--- config.mk ---
export PLATFORM = sky130hd
export DESIGN_NAME = sdram_port_arb
export DESIGN_NICKNAME = d
export VERILOG_FILES = /design/src/rtl/sdram_arb_pkg.sv /design/src/rtl/sdram_cpu_evt.sv /design/src/rtl/sdram_port_arb.sv
export SDC_FILE = /design/constraint.sdc
export NUM_CORES = 1
export LEC_CHECK = 0
export ABC_AREA = 1
export BUFFER_PORTS_ARGS = -buffer_cell sky130_fd_sc_hd__buf_4
export CORE_MARGIN = 4
export CORE_UTILIZATION = 24
export DETAILED_ROUTE_END_ITERATION = 6
export GPL_TIMING_DRIVEN = 1
export PLACE_DENSITY_LB_ADDON = 0.05
export SYNTH_ARGS = -nofsm -noshare
export SYNTH_HDL_FRONTEND = slang
export SYNTH_SLANG_ARGS = --single-unit
--- constraint.sdc ---
create_clock -name clk -period 4.1 [get_ports clk]
set_clock_uncertainty 0.1 [all_clocks]
set_input_delay 0.205 -clock clk [delete_from_list [all_inputs] [get_ports clk]]
set_output_delay 0.205 -clock clk [all_outputs]
set_load 0.02 [all_outputs]
--- src/rtl/sdram_arb_pkg.sv ---
// -----------------------------------------------------------------------------
// sdram_arb_pkg
//   Shared types and helpers for the SDRAM port1 arbiter.
//   - arb_state_t : arbiter FSM states
//   - arb_req_t   : one byte-wide request (address, write flag, write data)
//   - ds_for()    : byte-lane select for a request
// -----------------------------------------------------------------------------
package sdram_arb_pkg;

    typedef enum logic [1:0] {
        SYNC = 2'd0,   // realign sd_req with sd_ack
        IDLE = 2'd1,   // choose the next requester
        CPU  = 2'd2,   // CPU request outstanding
        LD   = 2'd3    // loader request outstanding
    } arb_state_t;

    typedef struct packed {
        logic [15:0] a;
        logic        we;
        logic [7:0]  d;
    } arb_req_t;

    // Reads fetch the whole word; writes touch only the addressed byte lane.
    function automatic logic [1:0] ds_for(input logic we, input logic a0);
        return we ? (a0 ? 2'b10 : 2'b01) : 2'b11;
    endfunction

endpackage

--- src/rtl/sdram_cpu_evt.sv ---
// -----------------------------------------------------------------------------
// sdram_cpu_evt
//   Turns the Oric CPU/ULA RAM strobes into discrete SDRAM requests.
//   Ports:
//     clk, res_n        : clock, async active-low reset
//     cpu_cs/oe/we/a/d  : raw CPU bus
//     take              : arbiter consumed the request presented this clock
//     cpu_vld           : a CPU request is available (pending or arriving now)
//     cpu_req           : the request to issue (arriving event beats the
//                         held one, so the newest access always wins)
// -----------------------------------------------------------------------------
module sdram_cpu_evt
    import sdram_arb_pkg::*;
#(
    parameter logic [1:0] ROM_HI = 2'b11
) (
    input  logic        clk,
    input  logic        res_n,
    input  logic        cpu_cs,
    input  logic        cpu_oe,
    input  logic        cpu_we,
    input  logic [15:0] cpu_a,
    input  logic [7:0]  cpu_d,
    input  logic        take,
    output logic        cpu_vld,
    output arb_req_t    cpu_req
);

    logic        rd, wr;
    logic        rd_h, wr_h;
    logic [15:0] a_h;
    logic        evt, qual;
    logic        pend;
    arb_req_t    hold, live;

    assign rd   = cpu_cs & cpu_oe;
    assign wr   = cpu_cs & cpu_we;

    // A read that stays asserted while the address moves is a new access.
    assign evt  = (rd & ~rd_h) | (wr & ~wr_h) | (rd & (cpu_a != a_h));
    assign qual = evt & (cpu_a[15:14] != ROM_HI);

    assign live    = '{a: cpu_a, we: cpu_we, d: cpu_d};
    assign cpu_vld = pend | qual;
    assign cpu_req = qual ? live : hold;

    always_ff @(posedge clk or negedge res_n) begin
        if (!res_n) begin
            rd_h <= 1'b0;
            wr_h <= 1'b0;
            a_h  <= '0;
            pend <= 1'b0;
            hold <= '0;
        end else begin
            rd_h <= rd;
            wr_h <= wr;
            a_h  <= cpu_a;
            // take consumes whatever cpu_req showed, including a live event,
            // so clearing pend here never drops an access.
            if (take) begin
                pend <= 1'b0;
            end else if (qual) begin
                pend <= 1'b1;
                hold <= live;
            end
        end
    end

endmodule

--- src/rtl/sdram_port_arb.sv ---
// -----------------------------------------------------------------------------
// sdram_port_arb
//   Shares the SDRAM port1 toggle handshake between the Oric CPU bus and the
//   DSK/TAP block loader. CPU has fixed priority; one request in flight.
//   Ports:
//     clk, res_n                 : 72 MHz SDRAM clock, async active-low reset
//     cpu_cs/oe/we/a/d, cpu_q    : CPU bus in, latched read data out
//     ld_req/we/a/d, ld_q, ld_ack: loader level request, data + ack pulse
//     sd_req/ack/a/we/ds/d/q     : SDRAM port1 toggle interface
//     busy                       : a request is outstanding
//     err                        : sticky watchdog abort
// -----------------------------------------------------------------------------
module sdram_port_arb
    import sdram_arb_pkg::*;
#(
    parameter int         TIMEOUT = 32,
    parameter logic [1:0] ROM_HI  = 2'b11
) (
    input  logic        clk,
    input  logic        res_n,
    input  logic        cpu_cs,
    input  logic        cpu_oe,
    input  logic        cpu_we,
    input  logic [15:0] cpu_a,
    input  logic [7:0]  cpu_d,
    output logic [7:0]  cpu_q,
    input  logic        ld_req,
    input  logic        ld_we,
    input  logic [15:0] ld_a,
    input  logic [7:0]  ld_d,
    output logic [7:0]  ld_q,
    output logic        ld_ack,
    output logic        sd_req,
    input  logic        sd_ack,
    output logic [15:0] sd_a,
    output logic        sd_we,
    output logic [1:0]  sd_ds,
    output logic [15:0] sd_d,
    input  logic [15:0] sd_q,
    output logic        busy,
    output logic        err
);

    localparam int              WDW     = $clog2(TIMEOUT + 1);
    localparam logic [WDW-1:0]  WD_INIT = WDW'(TIMEOUT);
    localparam logic [WDW-1:0]  WD_LAST = WDW'(1);

    arb_state_t     state;
    logic [WDW-1:0] wdog;
    logic           cpu_vld, cpu_take, acked;
    arb_req_t       cpu_rq, ld_rq, nxt;
    logic [7:0]     rd_byte;

    sdram_cpu_evt #(.ROM_HI(ROM_HI)) u_evt (
        .clk     (clk),
        .res_n   (res_n),
        .cpu_cs  (cpu_cs),
        .cpu_oe  (cpu_oe),
        .cpu_we  (cpu_we),
        .cpu_a   (cpu_a),
        .cpu_d   (cpu_d),
        .take    (cpu_take),
        .cpu_vld (cpu_vld),
        .cpu_req (cpu_rq)
    );

    assign cpu_take = (state == IDLE) && cpu_vld;
    assign ld_rq    = '{a: ld_a, we: ld_we, d: ld_d};
    assign nxt      = cpu_vld ? cpu_rq : ld_rq;
    assign acked    = (sd_ack == sd_req);
    assign rd_byte  = sd_a[0] ? sd_q[15:8] : sd_q[7:0];

    always_ff @(posedge clk or negedge res_n) begin
        if (!res_n) begin
            state  <= SYNC;
            wdog   <= '0;
            cpu_q  <= '0;
            ld_q   <= '0;
            ld_ack <= 1'b0;
            sd_req <= 1'b0;
            sd_a   <= '0;
            sd_we  <= 1'b0;
            sd_ds  <= 2'b11;
            sd_d   <= '0;
            busy   <= 1'b0;
            err    <= 1'b0;
        end else begin
            ld_ack <= 1'b0;
            case (state)
                // Adopt whatever toggle phase the SDRAM side holds so a
                // stale unmatched toggle is never mistaken for our request.
                SYNC: begin
                    sd_req <= sd_ack;
                    state  <= IDLE;
                end
                IDLE: begin
                    if (cpu_vld || ld_req) begin
                        sd_a   <= nxt.a;
                        sd_we  <= nxt.we;
                        sd_ds  <= ds_for(nxt.we, nxt.a[0]);
                        sd_d   <= {nxt.d, nxt.d};
                        sd_req <= ~sd_req;
                        wdog   <= WD_INIT;
                        busy   <= 1'b1;
                        state  <= cpu_vld ? CPU : LD;
                    end
                end
                CPU, LD: begin
                    if (acked) begin
                        if (!sd_we) begin
                            if (state == CPU) cpu_q <= rd_byte;
                            else              ld_q  <= rd_byte;
                        end
                        if (state == LD) ld_ack <= 1'b1;
                        busy  <= 1'b0;
                        state <= IDLE;
                    end else if (wdog <= WD_LAST) begin
                        // Abort: the loader still gets its ack so it cannot
                        // hang waiting, but with zeroed data.
                        err   <= 1'b1;
                        busy  <= 1'b0;
                        state <= SYNC;
                        wdog  <= '0;
                        if (state == LD) begin
                            ld_ack <= 1'b1;
                            ld_q   <= '0;
                        end
                    end else begin
                        wdog <= wdog - WD_LAST;
                    end
                end
                default: state <= SYNC;
            endcase
        end
    end

endmodule

* After elaboration in Yosys (flattened, before gate mapping) *
Cells that the tools add are included.

cells by class
  add/subtract/negate cells = 1
  order comparisons = 1
  equal/unequal tests = 11
  mux-type cells = 31
  bitwise gates (word level) = 14
  reductions and logical operators = 17

operators with widths
  cell                                                            number
  2-to-1 mux 25 bit                                               2
  2-to-1 mux 8 bit                                                6
  2-to-1 mux 6 bit                                                3
  != test 16 bit                                                  1
  one-hot mux 6 bit (2 select lines)                              1
  2-to-1 mux 1 bit                                                11
  2-to-1 mux 2 bit                                                5
  nonzero test 2 bit                                              5
  AND reduction 3 bit                                             3
  != test 2 bit, second input constant                            4
  AND 1 bit                                                       6
  less-or-equal comparator 6 x 1 -> 1 bit, second input constant  1
  one-hot mux 2 bit (3 select lines)                              1
  AND reduction 2 bit                                             3
  subtractor 6 x 1 -> 6 bit, second input constant                1
  NOT 1 bit                                                       5
  AND reduction 5 bit                                             1
  == test 2 bit, second input constant                            2
  one-hot mux 1 bit (2 select lines)                              2
  AND reduction 4 bit                                             1
  != test 3 bit, second input constant                            1
  OR 1 bit                                                        3
  == test 2 x 1 -> 1 bit, second input constant                   1
  logical NOT 2 bit                                               1
  5 further kinds                                                 5

word-level totals
  bits in registers = 107
  bits of input ports = 72
  output and inout port bits = 55
  logic and storage cells = 94

* Logic depth before layout (Yosys ltp) *
  word-level depth = 9
  gate-level depth with buffers = 15
  gate-level depth less buffers = 15

* Hierarchy *
Synthesis repeated with hierarchy kept, for this count alone.

unflattened totals
  cell total of the unflattened synthesis = 676
  area total of the unflattened synthesis = 5,144.9 um^2

by module, submodules not included
  module          times used  cells an instance  area an instance (um^2)  sequential area each (um^2)
  sdram_port_arb  1           344                2,725.1                  1,378.8
  sdram_cpu_evt   1           332                2,419.8                  1,101.1

* Worst setup path after synthesis *
OpenSTA, ideal clock, no wires.

  path kind = register to register
  start = reg wdog[0]
  end = reg ld_q[0]
  setup time = 126 ps
  arrival time = 1,839 ps
  required time = 3,874 ps
  slack = 2,035 ps
  stages on the path, launching flop included = 9
  path buffers = 1
  clock period less this slack = 2,065 ps
  cell sequence = dfrtp_1 inv_1 ha_1 o21ai_0 nor2_1 inv_1 a2111oi_4 buf_4 o21ai_0

between the ends
  longest elaborated chain between the ends = 3

ends and longest elaborated chain
  item                                     RTL line               source
  start: declaration                       sdram_port_arb.sv:49   logic [WDW-1:0] wdog;
  start signal: assignment                 sdram_port_arb.sv:129  wdog <= wdog - WD_LAST;
  less-or-equal comparator 6 x 1 -> 1 bit  sdram_port_arb.sv:117  end else if (wdog <= WD_LAST) begin
  nonzero test 2 bit (no line)             --
  AND reduction 5 bit (no line)            --
  end signal: assignment                   sdram_port_arb.sv:112  else ld_q <= rd_byte;
  end: declaration                         sdram_port_arb.sv:31   output logic [7:0] ld_q,

Every way passes these cells.
A chain may end at the register's enable or synchronous reset.

* Worst setup path in the final report *
  start = in cpu_a[7]
  end = reg sd_we

between the ends
  longest elaborated chain between the ends = 7
  elaborated cells between the ends (all ways) = 9
  those cells by class = eq/ne: 1; mux: 2; bitwise: 4; reduce/logical: 2

ends and longest elaborated chain
  item                           RTL line              source
  start: declaration             sdram_port_arb.sv:24  input logic [15:0] cpu_a,
  != test 16 bit *               sdram_cpu_evt.sv:40   assign evt = (rd & ~rd_h) | (wr & ~wr_h) | (rd & (cpu_a != a_h));
  AND 1 bit *                    sdram_cpu_evt.sv:40
  OR 1 bit *                     sdram_cpu_evt.sv:40
  AND 1 bit *                    sdram_cpu_evt.sv:41   assign qual = evt & (cpu_a[15:14] != ROM_HI);
  OR 1 bit                       sdram_cpu_evt.sv:44   assign cpu_vld = pend | qual;
  logical OR 1 bit               sdram_port_arb.sv:97  if (cpu_vld || ld_req) begin
  AND reduction 2 bit (no line)  --
  end signal: assignment         sdram_port_arb.sv:99  sd_we <= nxt.we;
  end: declaration               sdram_port_arb.sv:36  output logic sd_we,

Mark *: on every way between the ends. The rest lies on a longest branch, timed or not.

==> flow_metrics.env <==
export IMPL_ant_nets=0
export IMPL_crit_start="cpu_a[7]"
export IMPL_gp_congestion=0.724
export IMPL_cts_root_buf="clkbuf_16"
export IMPL_clk_pin_slew_ns=0.08
export IMPL_cts_buffers=9
export IMPL_viasPerCell=4.23
export IMPL_synth_nets=708
export IMPL_whs_ns=0.0511
export IMPL_crit_slowest_cell="dlygate4sd3_1"
export IMPL_crit_buf_inv=4
export IMPL_r2r_start="u_evt.a_h[6]"
export IMPL_cp_end_kind="flip-flop"
export IMPL_irDropWorstVdd_mv=0.248
export IMPL_syn_area_mm2=0.00491
export IMPL_ys_types=30
export IMPL_p_per_area_mw_per_mm2=727
export IMPL_insertedDiodeCount=0
export IMPL_synth_seq_cells=99
export IMPL_cp_arrival_ns=3.33
export IMPL_finalSetupTns_ns=0
export IMPL_clock_latency_ns=0.35
export IMPL_critPathLaunchType="input pin"
export IMPL_ys_warn_count=0
export IMPL_cts_tree="done"
export IMPL_power_leakage_nw=3.46
export IMPL_start_util_pct=24.4
export IMPL_tightestPinTransition_ns=0.967
export IMPL_timing_final_crit_share_pct=78.9
export IMPL_drt_iter0_markers=187
export IMPL_cts_max_level=3
export IMPL_dp_final_hpwl_um=10500
export IMPL_cts_sinks=99
export IMPL_p_seq_share_pct=34.2
export IMPL_path_max_fanout=22
export IMPL_p_sw_mw=2.05
export IMPL_vias=4379
export IMPL_max_freq_ghz=0.309
export IMPL_grt_pass1_vias=4572
export IMPL_swShare_pct=42.9
export IMPL_status="finished clean"
export IMPL_syn_to_final_growth_pct=33.7
export IMPL_rsz0062_at_grt="no"
export IMPL_pwr_share_comb_pct=46.0
export IMPL_cp_depth=13
export IMPL_clockBufferDepth=2
export IMPL_setup_viol=0
export IMPL_avgSynthCellArea_um2=7.75
export IMPL_r2r_end="sd_we"
export IMPL_synthCells=634
export IMPL_antenna_found_initial=0
export IMPL_ys_seq_area_share_pct=50.5
export IMPL_hold_class="input pin to flip-flop"
export IMPL_final_layout_size_suffix_gt1_share_pct=22.7
export IMPL_grt_overflow=0
export IMPL_rrSetupSlack_ns=1.05
export IMPL_grt_max_degree=72
export IMPL_drc_errors=0
export IMPL_clock_power_share_pct=19.8
export IMPL_endpoint="sd_we"
export IMPL_maxCapViolCount=0
export IMPL_grt_pass1_wl_um=24200
export IMPL_first_pass_iters=4
export IMPL_fp_row_count=52
export IMPL_die_y_um=151
export IMPL_grt_total_usage_pct=13.4
export IMPL_die_area_mm2=0.0228
export IMPL_slew_viol_final=0
export IMPL_io_pins=127
export IMPL_period_needed_ns=3.24
export IMPL_required_ns=4.20
export IMPL_path_cells="dlygate4sd3_1, buf_4, inv_1, or2_2, nand3_1, nor2_1, nand3_1, nand2_2, nand2_4, o21ai_4, inv_1, nand2_1, o21ai_0"
export IMPL_internal_power_mw=2.73
export IMPL_totalWireLength_um=14700
export IMPL_cts_setup_buffers=0
export IMPL_core_area_mm2=0.0202
export IMPL_final_nets=835
export IMPL_path_delay_family="simple AND/OR/NAND/NOR gates"
export IMPL_die_w_um=151
export IMPL_avgRoutedWirePerCell_um=14.2
export IMPL_crit_type="input pin to flip-flop"
export IMPL_io_buffer_count=126
export IMPL_ff2ff_path_depth=12
export IMPL_final_hold_viol_count=0
export IMPL_critPathMaxStageDelay_ns=0.53
export IMPL_relSlewSlack_pct=35.5
==> synthesized netlist by cell type <==
master     instances  share of area, %
a2111oi_4          1              0.56
a211oi_1           1              0.15
a22oi_2            1              0.25
a31o_2             1              0.18
a31oi_1           10               1.3
buf_2             11               1.1
buf_4             14               2.1
buf_6              1              0.23
clkbuf_1          11              0.84
dfrtp_1           97                49
dfstp_2            2               1.1
ha_1               2              0.51
inv_1             50               3.8
inv_2              3              0.23
mux2i_1            8               1.6
nand2_1          255                19
nand2_2            2              0.25
nand2_4            1              0.23
nand3_1           52               5.3
nand3b_1           1              0.15
nand4_1            1              0.13
nor2_1            47               3.6
nor3_1             2              0.20
nor4_1             1              0.13
o21ai_0           38               3.9
o21ai_1            1              0.10
o21ai_2            6               1.1
or2_2              8               1.0
xnor2_1            3              0.53
xor2_1             3              0.53
==> power by group through the flow <==
stage	registers, mW	logic [mW]	clock network [mW]
after CTS	1.64	2.25	0.984
final	1.63	2.20	0.947
after detailed placement	1.66	2.22	0
after global placement	1.65	2.21	0
after global routing	1.68	2.49	1.02
after floorplan	1.82	1.28	0
==> how the worst min path moves through the flow <==
stage	endpoint	cells past startpoint	start	slack, ns
3_3_place_gp	u_evt.a_h[5]	1	cpu_a[5]	0.22
6_report	sd_a[7]	5	ld_a[7]	0.05
2_1_floorplan	busy	0	res_n	-0.19
4_1_cts	sd_a[6]	5	ld_a[6]	0.04
5_1_grt	sd_a[15]	5	ld_a[15]	0.07
3_5_place_dp	u_evt.a_h[9]	1	cpu_a[9]	0.22
==> sequential cells by signal, summed over array words and instances, names as in the netlist <==
| name | flops |
|---|---|
| busy | 1 |
| cpu_q | 8 |
| err | 1 |
| ld_ack | 1 |
| ld_q | 8 |
| sd_a | 16 |
| sd_d | 8 |
| sd_ds | 2 |
| sd_req | 1 |
| sd_we | 1 |
| state | 2 |
| u_evt.a_h | 16 |
| u_evt.hold | 25 |
| u_evt.pend | 1 |
| u_evt.rd_h | 1 |
| u_evt.wr_h | 1 |
| wdog | 6 |
==> repair_timing <==
action	4_1_cts	5_1_grt
endpoints found under the hold margin	86	0
resized for setup	0	0
hold buffers	20	0
==> area by class of cell <==
| class | instances | area [µm²] |
|---|---|---|
| tap | 270 | 338 |
| sequential | 99 | 2480 |
| fill | 2251 | 13600 |
| inverter | 53 | 199 |
| timing repair buffer | 153 | 1200 |
| clock buffer | 9 | 225 |
| clock inverter | 7 | 98.8 |
| multi-input combinational | 445 | 2030 |
==> worst reg2reg max path, stage by stage (launching register included) <==
cell     delay (ns)
dfrtp_1        0.38
nand2_1        0.06
nand2_1        0.05
nor2_1         0.09
nand2_1        0.05
nor2_1         0.15
nand3_1        0.48
nand2_2        0.27
nand2_4        0.07
o21ai_4        0.38
inv_1          0.50
nand2_1        0.20
o21ai_0        0.11
==> cells in the final DEF (no fill, tap or decap), types with 3 or more instances in the layout <==
cell type / count
or2_2: 8
a31oi_1: 10
dlygate4sd3_1: 20
xnor2_1: 3
o21ai_2: 5
nand2_1: 255
mux2i_1: 8
dfrtp_1: 97
o21ai_0: 38
buf_4: 133
inv_1: 50
clkbuf_16: 9
xor2_1: 3
nand3_1: 52
nor2_1: 47
inv_2: 3
==> stage by stage <==
stage                     utilization, %  std cells  setup WS (ns)  area [µm²]  power, mW
final                               32.6       1036          0.864        6570       4.77
after global routing                32.6       1036          0.450        6570       5.20
after global placement              30.0       1000          0.989        6040       3.86
after detailed placement            30.0       1000          0.942        6040       3.88
after floorplan                        -        634           2.03        4910       3.10
after CTS                           32.6       1036          0.767        6570       4.87
==> per-layer routing <==
| metal | track usage [%] | up-vias | share of wire (%) |
|---|---|---|---|
| met5 | 0 | - | 0 |
| met4 | 4.08 | 0 | 1.0 |
| met3 | 1.92 | 10 | 3.5 |
| met2 | 22.8 | 78 | 48 |
| met1 | 17.7 | 2061 | 47 |
| li1 | - | 2230 | - |
==> cells by family (layout without fill, tap and decap cells) <==
logic type                 after synthesis  count (layout)  share of synthesized area, %
and+or+nand+nor                        370             370                          30.5
DFF                                     99              99                          50.5
buffers and inverters                   90             222                          8.38
AOI/OAI and AO/OA                       59              59                          7.46
muxes                                    8               8                          1.63
xor gates and xnor gates                 6               6                          1.07
adders and majority gates                2               2                         0.509
Note: power is estimated with default switching activity, not from simulation.
